## src/rtl/stage5_field_extract_pkg.sv

```systemverilog
// Shared constants and types for the stage-5 field extractor.
// Optional hit counters are enabled by defining STAGE5_HIT_CNT_EN.
package stage5_field_extract_pkg;

    // Message format defaults
    localparam int unsigned MAX_MESSAGE_BITS          = 64;
    localparam int unsigned MESSAGE_MUX_CONTROL_WIDTH = 4;
    localparam int unsigned FIELD_OS2_BITS            = 8;
    localparam int unsigned Q_OS2_E                   = 16;

    localparam logic [MESSAGE_MUX_CONTROL_WIDTH-1:0] MESSAGE_MUX_Q = 4'h5;
    localparam logic [FIELD_OS2_BITS-1:0]            DEFAUT_INFOR  = 8'h00;

    // Skid buffer occupancy codes
    localparam logic [1:0] STAGE5_BUF_EMPTY = 2'd0;
    localparam logic [1:0] STAGE5_BUF_ONE   = 2'd1;
    localparam logic [1:0] STAGE5_BUF_TWO   = 2'd2;

    typedef enum logic [1:0] {
        BUF_EMPTY = STAGE5_BUF_EMPTY,
        BUF_ONE   = STAGE5_BUF_ONE,
        BUF_TWO   = STAGE5_BUF_TWO
    } buf_state_e;

    localparam int unsigned          HIT_CNT_W   = 16;
    localparam logic [HIT_CNT_W-1:0] HIT_CNT_MAX = 16'hFFFF;

    function automatic logic [HIT_CNT_W-1:0] sat_inc(input logic [HIT_CNT_W-1:0] v);
        return (v == HIT_CNT_MAX) ? v : v + 1'b1;
    endfunction

endpackage

```

## src/rtl/stage5_field_extract_ch.sv

```systemverilog
// One channel: field extraction into a 2-entry skid buffer, plus the
// optional saturating hit counter (STAGE5_HIT_CNT_EN).
module stage5_field_extract_ch
    import stage5_field_extract_pkg::*;
#(
    parameter int unsigned         MSG_BITS    = MAX_MESSAGE_BITS,
    parameter int unsigned         CTRL_W      = MESSAGE_MUX_CONTROL_WIDTH,
    parameter int unsigned         FIELD_W     = FIELD_OS2_BITS,
    parameter int unsigned         FIELD_LSB   = Q_OS2_E,
    parameter logic [CTRL_W-1:0]   MATCH_CODE  = MESSAGE_MUX_Q,
    parameter logic [FIELD_W-1:0]  DEFAULT_VAL = DEFAUT_INFOR
) (
    input  logic                clk,
    input  logic                rst,
    input  logic                in_valid,
    output logic                in_ready,
    input  logic [MSG_BITS-1:0] message,
    input  logic [CTRL_W-1:0]   mux_control,
    output logic                out_valid,
    input  logic                out_ready,
    output logic [FIELD_W-1:0]  field,
    output logic                out_hit
`ifdef STAGE5_HIT_CNT_EN
    ,
    input  logic                 cnt_clr,
    output logic [HIT_CNT_W-1:0] hit_cnt
`endif
);

    buf_state_e         state_q, state_d;
    logic [FIELD_W:0]   main_q, main_d;
    logic [FIELD_W:0]   skid_q, skid_d;
    logic               hit;
    logic [FIELD_W:0]   payload;
    logic               capture;
    logic               pop;
    logic               unused_msg_parity;

    assign hit     = (mux_control == MATCH_CODE);
    assign payload = {hit, hit ? message[FIELD_LSB +: FIELD_W] : DEFAULT_VAL};
    assign capture = in_valid & in_ready;
    assign pop     = out_valid & out_ready;

    // Bits outside the field are intentionally ignored.
    assign unused_msg_parity = ^message;

    always_ff @(posedge clk or posedge rst) begin
        if (rst) begin
            state_q <= BUF_EMPTY;
            main_q  <= '0;
            skid_q  <= '0;
        end else begin
            state_q <= state_d;
            main_q  <= main_d;
            skid_q  <= skid_d;
        end
    end

    always_comb begin
        state_d = state_q;
        main_d  = main_q;
        skid_d  = skid_q;
        unique case (state_q)
            BUF_EMPTY: begin
                if (capture) begin
                    state_d = BUF_ONE;
                    main_d  = payload;
                end
            end
            BUF_ONE: begin
                unique case ({capture, pop})
                    2'b10: begin
                        state_d = BUF_TWO;
                        skid_d  = payload;
                    end
                    2'b01: state_d = BUF_EMPTY;
                    2'b11: main_d  = payload;
                    default: ;
                endcase
            end
            BUF_TWO: begin
                // Older entry sits in main; promote the skid entry on pop.
                if (pop) begin
                    state_d = BUF_ONE;
                    main_d  = skid_q;
                end
            end
            default: state_d = BUF_EMPTY;
        endcase
    end

    always_comb begin
        out_valid = (state_q != BUF_EMPTY);
        in_ready  = (state_q != BUF_TWO) & ~rst;
        field     = out_valid ? main_q[FIELD_W-1:0] : DEFAULT_VAL;
        out_hit   = out_valid & main_q[FIELD_W];
    end

`ifdef STAGE5_HIT_CNT_EN
    logic [HIT_CNT_W-1:0] cnt_q, cnt_d;

    always_comb begin
        cnt_d = cnt_q;
        if (cnt_clr) begin
            cnt_d = '0;
        end else if (capture && hit) begin
            cnt_d = sat_inc(cnt_q);
        end
    end

    always_ff @(posedge clk or posedge rst) begin
        if (rst) begin
            cnt_q <= '0;
        end else begin
            cnt_q <= cnt_d;
        end
    end

    assign hit_cnt = cnt_q;
`endif

endmodule

```

## src/rtl/stage5_field_extract.sv

```systemverilog
// Top: NUM_CH independent field-extract channels with per-channel skid
// buffers. Defining STAGE5_HIT_CNT_EN adds hit_cnt/cnt_clr ports.
module stage5_field_extract
    import stage5_field_extract_pkg::*;
#(
    parameter int unsigned         NUM_CH      = 3,
    parameter int unsigned         MSG_BITS    = MAX_MESSAGE_BITS,
    parameter int unsigned         CTRL_W      = MESSAGE_MUX_CONTROL_WIDTH,
    parameter int unsigned         FIELD_W     = FIELD_OS2_BITS,
    parameter int unsigned         FIELD_LSB   = Q_OS2_E,
    parameter logic [CTRL_W-1:0]   MATCH_CODE  = MESSAGE_MUX_Q,
    parameter logic [FIELD_W-1:0]  DEFAULT_VAL = DEFAUT_INFOR
) (
    input  logic                       clk,
    input  logic                       rst,
    input  logic [NUM_CH-1:0]          in_valid,
    output logic [NUM_CH-1:0]          in_ready,
    input  logic [NUM_CH*MSG_BITS-1:0] message,
    input  logic [NUM_CH*CTRL_W-1:0]   mux_control,
    output logic [NUM_CH-1:0]          out_valid,
    input  logic [NUM_CH-1:0]          out_ready,
    output logic [NUM_CH*FIELD_W-1:0]  field,
    output logic [NUM_CH-1:0]          out_hit
`ifdef STAGE5_HIT_CNT_EN
    ,
    output logic [NUM_CH*HIT_CNT_W-1:0] hit_cnt,
    input  logic                        cnt_clr
`endif
);

    genvar gi;
    generate
        for (gi = 0; gi < NUM_CH; gi++) begin : g_ch
            stage5_field_extract_ch #(
                .MSG_BITS    (MSG_BITS),
                .CTRL_W      (CTRL_W),
                .FIELD_W     (FIELD_W),
                .FIELD_LSB   (FIELD_LSB),
                .MATCH_CODE  (MATCH_CODE),
                .DEFAULT_VAL (DEFAULT_VAL)
            ) u_ch (
                .clk         (clk),
                .rst         (rst),
                .in_valid    (in_valid[gi]),
                .in_ready    (in_ready[gi]),
                .message     (message[gi*MSG_BITS +: MSG_BITS]),
                .mux_control (mux_control[gi*CTRL_W +: CTRL_W]),
                .out_valid   (out_valid[gi]),
                .out_ready   (out_ready[gi]),
                .field       (field[gi*FIELD_W +: FIELD_W]),
                .out_hit     (out_hit[gi])
`ifdef STAGE5_HIT_CNT_EN
                ,
                .cnt_clr     (cnt_clr),
                .hit_cnt     (hit_cnt[gi*HIT_CNT_W +: HIT_CNT_W])
`endif
            );
        end
    endgenerate

endmodule

```

## config.mk

```make
export PLATFORM = sky130hd
export DESIGN_NAME = stage5_field_extract
export DESIGN_NICKNAME = d
export VERILOG_FILES = /design/src/rtl/stage5_field_extract_pkg.sv /design/src/rtl/stage5_field_extract_ch.sv /design/src/rtl/stage5_field_extract.sv
export SDC_FILE = /design/constraint.sdc
export NUM_CORES = 1
export LEC_CHECK = 0
export ABC_AREA = 1
export CAP_MARGIN = 20
export CELL_PAD_IN_SITES_DETAIL_PLACEMENT = 0
export CELL_PAD_IN_SITES_GLOBAL_PLACEMENT = 1
export CORE_UTILIZATION = 20
export CTS_CLUSTER_SIZE = 20
export DETAILED_ROUTE_END_ITERATION = 10
export PLACE_DENSITY_LB_ADDON = 0.25
export REMOVE_ABC_BUFFERS = 1
export SETUP_SLACK_MARGIN = 0.05
export SLEW_MARGIN = 20
export SYNTH_ARGS = -nofsm -noshare
export SYNTH_HDL_FRONTEND = slang
export SYNTH_SLANG_ARGS = --single-unit
```

## constraint.sdc

```tcl
create_clock -name clk -period 1.3 [get_ports clk]
set_input_delay 0.26 -clock clk [delete_from_list [all_inputs] [get_ports clk]]
set_output_delay 0.26 -clock clk [all_outputs]
set_load 0.01 [all_outputs]
```

==> results of run 1 <==
## cell usage after synthesis
cell / instances
a21oi_1: 4
buf_2: 3
buf_4: 10
buf_6: 3
clkbuf_1: 3
clkinv_1: 1
dfrtp_1: 60
inv_1: 82
inv_2: 2
nand2_1: 132
nand2_2: 5
nand2_4: 2
nand3_1: 28
nand3_2: 1
nand3_4: 1
nand4_1: 1
nand4_4: 1
nor2_1: 60
nor2_2: 5
nor2_4: 2
o21ai_0: 40
o21ai_1: 6
o21ai_2: 2
o21ai_4: 2
o22ai_1: 2
o31ai_1: 1
xnor2_1: 1
## flip-flops by register name (all words and copies together) (netlist names)
| signal | flops |
|---|---|
| g_ch.u_ch.skid_q | 27 |
| g_ch.u_ch.main_q | 27 |
| g_ch.u_ch.state_q | 6 |
## critical path, cell delays in order, from the launching register on
cell,delay [ns]
dfrtp_1,0.41
buf_6,0.13
nor2_4,0.11
buf_8,0.16
nor2_1,0.04
buf_2,0.13
## layer usage
layer	vias to the layer above	GRT usage (%)	share of wire [%]
li1	1722	-	-
met1	1599	16.7	46
met2	74	22.2	49
met3	15	2.00	3.2
met4	0	6.56	2.2
met5	-	0	0
## area by class of cell
cell class | instances | area [um2]
tap | 216 | 270
clock buffer | 13 | 260
timing repair buffer | 159 | 1610
clock inverter | 3 | 68.8
inverter | 85 | 337
multi-input combinational | 302 | 2030
sequential | 60 | 1500
fill | 1705 | 9920
## path summary, 6_finish.rpt
| check | startpoint | end | slack, ns | cells after the start |
|---|---|---|---|---|
| max | g_ch[0].u_ch.state_q[0]$_DFFE_PP0P_ | field[2] | -0.28 | 5 |
| min | rst | g_ch[1].u_ch.state_q[0]$_DFFE_PP0P_ | 0.35 | 3 |
| max reg2reg | g_ch[1].u_ch.state_q[1]$_DFFE_PP0P_ | g_ch[1].u_ch.skid_q[3]$_DFFE_PP0P_ | -0.23 | 10 |
| min reg2reg | g_ch[0].u_ch.skid_q[4]$_DFFE_PP0P_ | g_ch[0].u_ch.skid_q[4]$_DFFE_PP0P_ | 0.47 | 2 |
| max in group asynchronous | rst | g_ch[0].u_ch.state_q[1]$_DFFE_PP0P_ | 0.34 | 3 |
| min in group clk | g_ch[0].u_ch.skid_q[4]$_DFFE_PP0P_ | g_ch[0].u_ch.skid_q[4]$_DFFE_PP0P_ | 0.47 | 2 |
## cell families (layout without fill, tap and decap cells)
family	after synthesis	after routing	synth area share, %
AO/OA/AOI/OAI	57	57	9.68
AND/OR/NAND/NOR	238	244	30.9
flip-flops	60	60	45.4
buffers and inverters	104	260	13.7
XOR/XNOR	1	1	0.265
## per-stage QoR
step / TNS, ns / total power, mW / instances / hold slack, ns
floorplan: -31.54 / 3.59 / 441 / 0.370
global placement: -38.17 / 4.75 / 786 / 0.454
detailed placement: -42.37 / 4.78 / 786 / 0.459
CTS: -14.28 / 8.52 / 833 / 0.344
global route: -22.45 / 9.41 / 838 / 0.379
finish: -17.03 / 8.90 / 838 / 0.350
## power by group through the flow
stage          Sequential, mW  Clock, mW  Combinational, mW
2_1_floorplan            2.48          0               1.11
3_5_place_dp             2.52          0               2.26
4_1_cts                  2.50       2.71               3.31
5_1_grt                  2.58       2.81               4.02
3_3_place_gp             2.51          0               2.24
6_report                 2.54       2.65               3.72
## timing repair
item / CTS / global route
resized for setup: 298 / 94
hold buffers: 0 / 0
endpoints found under the setup margin: 91 / 91
cloned: 11 / 2
pin swaps: 49 / 32
buffers inserted: 21 / 8
==> summary.md, run 1 <==
| Metric | Value |
|---|---|
| Status | `finished, violations left` |
| Violated checks | `negative setup slack` |
| Share of layout cells above drive strength 1 | `44.7%` |
| Sink Count | `60` |
| Syn Inst Count | `460` |
| Post-layout net count | `829` |
| CORE AREA | `16000 um2` |
| Dominant cell type by area after synthesis | `dfrtp_1` |
| DR vias | `3410` |
| Avg Cell Area, Syn | `7.19 um2` |
| Critical path launch point type | `flip-flop` |
| # H-tree levels | `3` |
| Routability congestion estimate | `0.740` |
| Clock-pin slew on the worst setup and hold paths | `0.06 ns` |
| Initial Util | `20.7%` |
| Congestion Overflow GR | `0` |
| DPL Wire Length | `6.66 mm` |
| Max clock buf depth | `2` |
| Fraction of power consumed by sequential logic | `28.5%` |
| Drt drc | `0` |
| Sw Share | `34.1%` |
| Worst min path class | `input port to async pin` |
| Inserted Diodes | `0` |
| Register area share after synthesis | `45.4%` |
| Placed cell areas | `4640 um2` |
| Pre-CTS setup slack | `-0.554 ns` |
| Slew Limit Fails | `0` |
| CTS tree | `done` |
| Internal Pwr Total | `5.86 mW` |
| CP Capture Type | `primary output` |
| DR WL/cell | `12.8 um` |
| Vias in the first global route | `3400` |
| Lkg Pwr | `2.87 nW` |
| Number of buffers created by CTS | `9` |
| Flops & latches, synth | `60` |
| Antenna violations before repair | `0` |
| CTS Root Cell | `clkbuf_16` |
| Worst slew pin tran | `0.542 ns` |
| Required time worst endpoint | `1.04 ns` |
| Synth warn | `0` |
| Crit path max fanout | `8` |
| Die area | `17100 um2` |
| CP Data Arrival Time | `1.32 ns` |
| Top-area cell type share of the netlist area | `45.4%` |
| Fmax | `633 MHz` |
| GRT Util Overall | `13.3%` |
| Drt initial violations | `125` |
| Core Util, Final | `38.0%` |
| Most frequent cells in the layout | `90 x nand2_1, 75 x inv_1, 59 x dfrtp_1` |
| Area contributors post-synth | `dfrtp_1 45%, nand2_1 15%, inv_1 9.3%` |
| # rows | `46` |
| Relative slew slack | `63.9%` |
| Vias per cell | `4.07` |
| Port Buf Inserts | `76` |
| Switching Power | `3.03 mW` |
| IR drop worst, VDD | `0.000602 V` |
| Final Cell Area | `6080 um2` |
| Crit path kind | `flip-flop to primary output` |
| Clock latency on the worst-skew pair | `0.33 ns` |
| Max-Cap Viols | `0` |
| Largest net degree at the start of global routing | `41` |
| Final worst setup slack | `-0.280 ns` |
| Clock Power Share | `29.7%` |
| Period minus WS final | `1.58 ns` |
| Io pins | `245` |
| Area grow syn2layout | `83.7%` |
| PwrDens | `1460 nW/um2` |
| RSZ-0062 raised after global routing | `yes` |
| Combinational share of power | `41.8%` |
| Final hold viol count | `0` |
| DRT antenna net count | `0` |
| Post-Synthesis Cell Area | `3310 um2` |
| Setup-failing EPs final | `91` |
| Commonest non-fill, non-tap cell in the layout | `nand2_1` |
| DIE HEIGHT | `131 um` |
| Final WL | `10.7 mm` |
| Tcrit/Tclk final | `122%` |
| Die W | `131 um` |
| First-pass GRT wire length | `17.1 mm` |
| Pre-antenna DRT Iters | `4` |
| Worst Skew | `0.00909 ns` |
| Count of cell types in the netlist | `27` |
Note: power is estimated with default switching activity, not from simulation.
==> run 2, diff against run 1 <==
--- a/config.mk
+++ b/config.mk
@@ -9,11 +9,11 @@
 export CAP_MARGIN = 20
 export CELL_PAD_IN_SITES_DETAIL_PLACEMENT = 0
 export CELL_PAD_IN_SITES_GLOBAL_PLACEMENT = 1
+export CORE_ASPECT_RATIO = 0.5
 export CORE_UTILIZATION = 20
 export CTS_CLUSTER_SIZE = 20
 export DETAILED_ROUTE_END_ITERATION = 10
 export PLACE_DENSITY_LB_ADDON = 0.25
-export REMOVE_ABC_BUFFERS = 1
 export SETUP_SLACK_MARGIN = 0.05
 export SLEW_MARGIN = 20
 export SYNTH_ARGS = -nofsm -noshare
==> summary.md, run 2 (synthesis results as in run 1) <==
| Metric | Value |
|---|---|
| First-pass GRT wire length | `16.4 mm (was 17.1 mm)` |
| FF-to-FF setup slack | `-0.20 ns (was -0.23 ns)` |
| Lkg Pwr | `2.86 nW (was 2.87 nW)` |
| Pre-antenna DRT Iters | `4 (unchanged)` |
| RSZ-0062 raised after global routing | `yes (unchanged)` |
| Share of layout cells above drive strength 1 | `42.3% (was 44.7%)` |
| Largest net degree at the start of global routing | `31 (was 41)` |
| DR vias | `3301 (was 3410)` |
| Final WL | `9.98 mm (was 10.7 mm)` |
| CTS Root Cell | `clkbuf_16 (unchanged)` |
| Worst slew pin tran | `0.398 ns (was 0.542 ns)` |
| # rows | `32 (was 46)` |
| Antenna violations before repair | `0 (unchanged)` |
| Total power draw | `8.66 mW (was 8.90 mW)` |
| Hold_buf cts | `0 (unchanged)` |
| Io pins | `245 (unchanged)` |
| DIE HEIGHT | `92.9 um (was 131 um)` |
| # H-tree levels | `3 (unchanged)` |
| Setup-failing EPs final | `90 (was 91)` |
| Period minus WS final | `1.54 ns (was 1.58 ns)` |
| Critical path launch point type | `flip-flop (unchanged)` |
| GRT Util Overall | `12.8% (was 13.3%)` |
| Top Registers | `g_ch.u_ch.main_q x27, g_ch.u_ch.skid_q x27, g_ch.u_ch.state_q x6 (unchanged)` |
| IR drop worst, VDD | `0.000770 V (was 0.000602 V)` |
| Commonest non-fill, non-tap cell in the layout | `nand2_1 (unchanged)` |
| Congestion Overflow GR | `0 (unchanged)` |
| Number of buffers created by CTS | `9 (unchanged)` |
| CORE AREA | `15800 um2 (was 16000 um2)` |
| Most frequent cells in the layout | `92 x nand2_1, 75 x inv_1, 58 x dfrtp_1 (was 90 x nand2_1, 75 x inv_1, 59 x dfrtp_1)` |
| Routability congestion estimate | `0.708 (was 0.740)` |
| Post-layout net count | `826 (was 829)` |
| Worst Skew | `0.0116 ns (was 0.00909 ns)` |
| Required time worst endpoint | `1.04 ns (about the same)` |
| Vias per cell | `3.93 (was 4.07)` |
| Drt drc | `0 (unchanged)` |
| Die area | `17100 um2 (about the same)` |
| Fmax | `650 MHz (was 633 MHz)` |
| Violated checks | `negative setup slack (unchanged)` |
| Clock-pin slew on the worst setup and hold paths | `0.06 ns (about the same)` |
| Area grow syn2layout | `82.3% (was 83.7%)` |
| Die W | `184 um (was 131 um)` |
| GRT met2 Usage | `19.5% (was 22.2%)` |
| Tcrit/Tclk final | `118% (was 122%)` |
| Inserted Diodes | `0 (unchanged)` |
| DR WL/cell | `11.9 um (was 12.8 um)` |
| Vias in the first global route | `3280 (was 3400)` |
| DRT antenna net count | `0 (unchanged)` |
| Slew Limit Fails | `0 (unchanged)` |
| Sink Count | `60 (unchanged)` |
| Crit path max fanout | `5 (was 8)` |
| Final worst setup slack | `-0.238 ns (was -0.280 ns)` |
| Met1 Resource Use GR | `17.1% (was 16.7%)` |
| Clock latency on the worst-skew pair | `0.34 ns (was 0.33 ns)` |
| CP Capture Type | `primary output (unchanged)` |
| DPL Wire Length | `6.29 mm (was 6.66 mm)` |
| CTS tree | `done (unchanged)` |
| Relative slew slack | `73.5% (was 63.9%)` |
| Worst min path class | `input port to async pin (unchanged)` |
| Busiest grt layer | `met2 (unchanged)` |
| Max-Cap Viols | `0 (unchanged)` |
| Status | `finished, violations left (unchanged)` |
| Post-synth net total | `672` |
| Max clock buf depth | `2 (unchanged)` |
| Initial Util | `21.0% (was 20.7%)` |
| M3 GR Usage | `3.74% (was 2.00%)` |
| Core Util, Final | `38.2% (was 38.0%)` |
| Final hold viol count | `0 (unchanged)` |
| Port Buf Inserts | `76 (unchanged)` |
| Crit path kind | `flip-flop to primary output (unchanged)` |
| Drt initial violations | `145 (was 125)` |
| PwrDens | `1440 nW/um2 (was 1460 nW/um2)` |
| CP Data Arrival Time | `1.28 ns (was 1.32 ns)` |
## run 2: cell type report
type	instances	area, um2
clock buffer	11	243
inverter	85	353
timing repair buffer	157	1600
fill	1638	9740
tap	221	277
multi-input combinational	301	1990
clock inverter	5	60.1
sequential	60	1500
## run 2: worst max-delay path, cell delays in order (launching register included)
cell and delay, ns:
dfrtp_1 0.41, nor2_4 0.14, buf_6 0.11, buf_12 0.13, inv_4 0.04, buf_6 0.11
## run 2: what timing repair did
action / 4_1_cts / 5_1_grt
setup endpoints to repair: 84 / 91
pin swaps: 18 / 30
setup buffers: 21 / 8
gates cloned: 12 / 0
resized for setup: 255 / 127
## run 2: where the power goes
part | switching [mW] | total, mW | internal, mW
Clock | 0.919 | 2.46 | 1.54
Combinational | 1.92 | 3.67 | 1.75
Sequential | 0.234 | 2.53 | 2.30
Total | 3.08 | 8.66 | 5.59
## run 2: per-stage QoR
| step | setup WS [ns] | setup TNS (ns) | std cells | hold slack, ns | area, um2 |
|---|---|---|---|---|---|
| 6_report | -0.238 | -12.60 | 840 | 0.329 | 6030 |
| 5_1_grt | -0.297 | -18.89 | 840 | 0.360 | 6030 |
| 4_1_cts | -0.267 | -13.57 | 839 | 0.298 | 5590 |
| 3_5_place_dp | -0.484 | -30.59 | 791 | 0.459 | 4690 |
| 3_3_place_gp | -0.440 | -29.28 | 791 | 0.455 | 4690 |
| 2_1_floorplan | 0.0109 | 0 | 460 | 0.0697 | 3340 |
## run 2: layer usage
metal | vias to the layer above | routed length [um]
li1 | 1710 | -
met1 | 1531 | 4940
met2 | 52 | 4490
met3 | 8 | 423
met4 | 0 | 131
met5 | - | 0
## run 2: final timing paths
path	to	startpoint	depth (start not counted)
hold reg to reg	g_ch[0].u_ch.skid_q[0]$_DFFE_PP0P_	g_ch[0].u_ch.skid_q[0]$_DFFE_PP0P_	2
min in group clk	g_ch[0].u_ch.skid_q[0]$_DFFE_PP0P_	g_ch[0].u_ch.skid_q[0]$_DFFE_PP0P_	2
max in group asynchronous	g_ch[0].u_ch.state_q[1]$_DFFE_PP0P_	rst	4
hold / removal	g_ch[2].u_ch.main_q[2]$_DFFE_PP0P_	rst	4
setup / recovery	out_valid[1]	g_ch[1].u_ch.state_q[0]$_DFFE_PP0P_	5
setup reg to reg	g_ch[0].u_ch.skid_q[5]$_DFFE_PP0P_	g_ch[0].u_ch.state_q[0]$_DFFE_PP0P_	9
==> run 3, diff against run 2 <==
--- a/config.mk
+++ b/config.mk
@@ -6,13 +6,15 @@
 export NUM_CORES = 1
 export LEC_CHECK = 0
 export ABC_AREA = 1
+export ABC_CLOCK_PERIOD_IN_PS = 1300
 export CAP_MARGIN = 20
 export CELL_PAD_IN_SITES_DETAIL_PLACEMENT = 0
 export CELL_PAD_IN_SITES_GLOBAL_PLACEMENT = 1
 export CORE_ASPECT_RATIO = 0.5
-export CORE_UTILIZATION = 20
+export CORE_UTILIZATION = 37
 export CTS_CLUSTER_SIZE = 20
 export DETAILED_ROUTE_END_ITERATION = 10
+export DONT_BUFFER_PORTS = 1
 export PLACE_DENSITY_LB_ADDON = 0.25
 export SETUP_SLACK_MARGIN = 0.05
 export SLEW_MARGIN = 20
==> summary.md, run 3 (synthesis results as in run 1) <==
| Metric | Value |
|---|---|
| CP Cell Sequence | `buf_6 -> nor2_4 -> clkbuf_16 -> nor2_2 (was nor2_4 -> buf_6 -> buf_12 -> inv_4 -> buf_6)` |
| Total power draw | `7.70 mW (was 8.66 mW)` |
| First-pass GRT wire length | `13.6 mm (was 16.4 mm)` |
| GRT Util Overall | `19.6% (was 12.8%)` |
| Top Registers | `g_ch.u_ch.main_q x27, g_ch.u_ch.skid_q x27, g_ch.u_ch.state_q x6 (unchanged)` |
| Share of layout cells above drive strength 1 | `38.1% (was 42.3%)` |
| Worst Skew | `0.00479 ns (was 0.0116 ns)` |
| Setup-failing EPs final | `60 (was 90)` |
| Commonest non-fill, non-tap cell in the layout | `nand2_1 (unchanged)` |
| Die W | `136 um (was 184 um)` |
| Violated checks | `negative setup slack (unchanged)` |
| Port Buf Inserts | `0 (was 76)` |
| Io pins | `245 (unchanged)` |
| Area grow syn2layout | `44.4% (was 82.3%)` |
| Worst slew pin tran | `0.446 ns (was 0.398 ns)` |
| Vias per cell | `4.68 (was 3.93)` |
| Max-Cap Viols | `0 (unchanged)` |
| Final worst setup slack | `-0.199 ns (was -0.238 ns)` |
| Largest net degree at the start of global routing | `33 (was 31)` |
| Clock latency on the worst-skew pair | `0.33 ns (was 0.34 ns)` |
| Status | `finished, violations left (unchanged)` |
| Drt drc | `0 (unchanged)` |
| Vias in the first global route | `2742 (was 3280)` |
| CP Data Arrival Time | `1.24 ns (was 1.28 ns)` |
| Antenna violations before repair | `0 (unchanged)` |
| # rows | `23 (was 32)` |
| Max clock buf depth | `2 (unchanged)` |
| Crit-path max cell delay | `0.40 ns (was 0.41 ns)` |
| Period minus WS final | `1.50 ns (was 1.54 ns)` |
| CTS Root Cell | `clkbuf_16 (unchanged)` |
| DPL Wire Length | `5.48 mm (was 6.29 mm)` |
| Fmax | `667 MHz (was 650 MHz)` |
| Final Cell Area | `4780 um2 (was 6030 um2)` |
| # H-tree levels | `3 (unchanged)` |
| Worst min path class | `input port to flip-flop (was input port to async pin)` |
| DIE HEIGHT | `68.9 um (was 92.9 um)` |
| CORE AREA | `8320 um2 (was 15800 um2)` |
| Die area | `9350 um2 (was 17100 um2)` |
| Initial Util | `39.8% (was 21.0%)` |
| Lkg Pwr | `2.24 nW (was 2.86 nW)` |
| DR WL/cell | `13.9 um (was 11.9 um)` |
| Critical path launch point type | `flip-flop (unchanged)` |
| Clock-pin slew on the worst setup and hold paths | `0.05 ns (was 0.06 ns)` |
| CTS tree | `done (unchanged)` |
| Final WL | `8.81 mm (was 9.98 mm)` |
| CP Capture Type | `primary output (unchanged)` |
| Pre-antenna DRT Iters | `4 (unchanged)` |
| Routability congestion estimate | `0.773 (was 0.708)` |
| Post-layout net count | `727 (was 826)` |
| Slowest stage cell, crit path | `dfrtp_1 (unchanged)` |
| Placed cell areas | `3670 um2 (was 4690 um2)` |
| Required time worst endpoint | `1.04 ns (about the same)` |
| Slew Limit Fails | `0 (unchanged)` |
| DRT antenna net count | `0 (unchanged)` |
| PwrDens | `1610 nW/um2 (was 1440 nW/um2)` |
| Number of buffers created by CTS | `9 (unchanged)` |
| Crit path max fanout | `4 (was 5)` |
| Sink Count | `60 (unchanged)` |
| Inserted Diodes | `0 (unchanged)` |
| Congestion Overflow GR | `0 (unchanged)` |
| DR vias | `2955 (was 3301)` |
| Crit path kind | `flip-flop to primary output (unchanged)` |
| Pre-CTS setup slack | `-0.0577 ns (was -0.484 ns)` |
| Final hold viol count | `0 (unchanged)` |
| Post-synth net total | `672 (unchanged)` |
| Relative slew slack | `70.2% (was 73.5%)` |
| Drt initial violations | `125 (was 145)` |
| RSZ-0062 raised after global routing | `yes (unchanged)` |
| Tcrit/Tclk final | `115% (was 118%)` |
| IR drop worst, VDD | `0.000834 V (was 0.000770 V)` |
| Most frequent cells in the layout | `106 x nand2_1, 75 x inv_1, 57 x dfrtp_1 (was 92 x nand2_1, 75 x inv_1, 58 x dfrtp_1)` |
## run 3: cell types whose count changed in the layout (fill, tap and decap cells not counted), moves of 4 or more
cell	previous run	this run
buf_12	9	2
buf_2	14	0
buf_4	41	24
buf_6	43	25
clkdlybuf4s50_1	42	0
inv_2	2	8
inv_4	7	0
nand2_1	92	106
nand2_2	29	24
nand2_8	10	2
nand3_1	14	2
nand3_2	14	25
o21ai_2	13	9
## run 3: report_power, final
group,switching (mW),internal (mW)
Clock,0.803,1.34
Combinational,1.76,1.26
Sequential,0.237,2.30
Total,2.80,4.90
## run 3: final cells by class
type | instances | area (um2)
fillers | 778 | 3540
multi-input cells | 300 | 1910
flip-flops and latches | 60 | 1510
repair buffers | 59 | 617
inverters | 85 | 340
clock buffers | 14 | 254
well taps | 112 | 140
clock inverters | 2 | 10.0
## run 3: metal layers
layer	GRT usage (%)	share of wire, %	vias to the layer above
met3	6.21	4.9	13
met5	0	0	-
li1	-	-	1503
met2	33.2	48	66
met4	7.16	1.6	0
met1	24.0	45	1373
## run 3: final timing paths
path | endpoint | start | depth (start not counted) | slack, ns
max in group asynchronous | g_ch[2].u_ch.state_q[1]$_DFFE_PP0P_ | rst | 3 | 0.25
worst min register to register | g_ch[2].u_ch.main_q[6]$_DFFE_PP0P_ | g_ch[2].u_ch.main_q[6]$_DFFE_PP0P_ | 2 | 0.47
min in group asynchronous | g_ch[0].u_ch.state_q[1]$_DFFE_PP0P_ | rst | 2 | 0.39
worst max-delay path | field[14] | g_ch[1].u_ch.state_q[0]$_DFFE_PP0P_ | 4 | -0.20
worst min-delay path | g_ch[1].u_ch.state_q[1]$_DFFE_PP0P_ | out_ready[1] | 1 | 0.04
worst max register to register | g_ch[0].u_ch.skid_q[5]$_DFFE_PP0P_ | g_ch[0].u_ch.state_q[0]$_DFFE_PP0P_ | 8 | -0.12
## run 3: stage by stage
stage / cells / utilization, % / setup TNS, ns / hold WS [ns]
global placement: 593 / 44.1 / -0.167 / 0.0180
global route: 632 / 57.4 / -12.51 / 0.0284
floorplan: 460 / - / 0 / 0.0697
finish: 632 / 57.4 / -7.11 / 0.0390
detailed placement: 593 / 44.1 / -0.314 / 0.0204
CTS: 623 / 52.7 / -5.13 / 0.0308
## run 3: what timing repair did
| action | in CTS | in global routing |
|---|---|---|
| pin swaps | 25 | 41 |
| gates resized for setup | 103 | 91 |
| buffers inserted | 8 | 5 |
| endpoints found under the setup margin | 74 | 90 |
| cloned | 4 | 3 |
| hold endpoints to repair | 28 | 1 |
| hold buffers | 2 | 1 |
## run 3: critical path: cells and delay by family (launching register included)
family,cells,cell delay [ns]
flip-flops,1,0.40
AND/OR/NAND/NOR,2,0.20
buffers and inverters,2,0.31
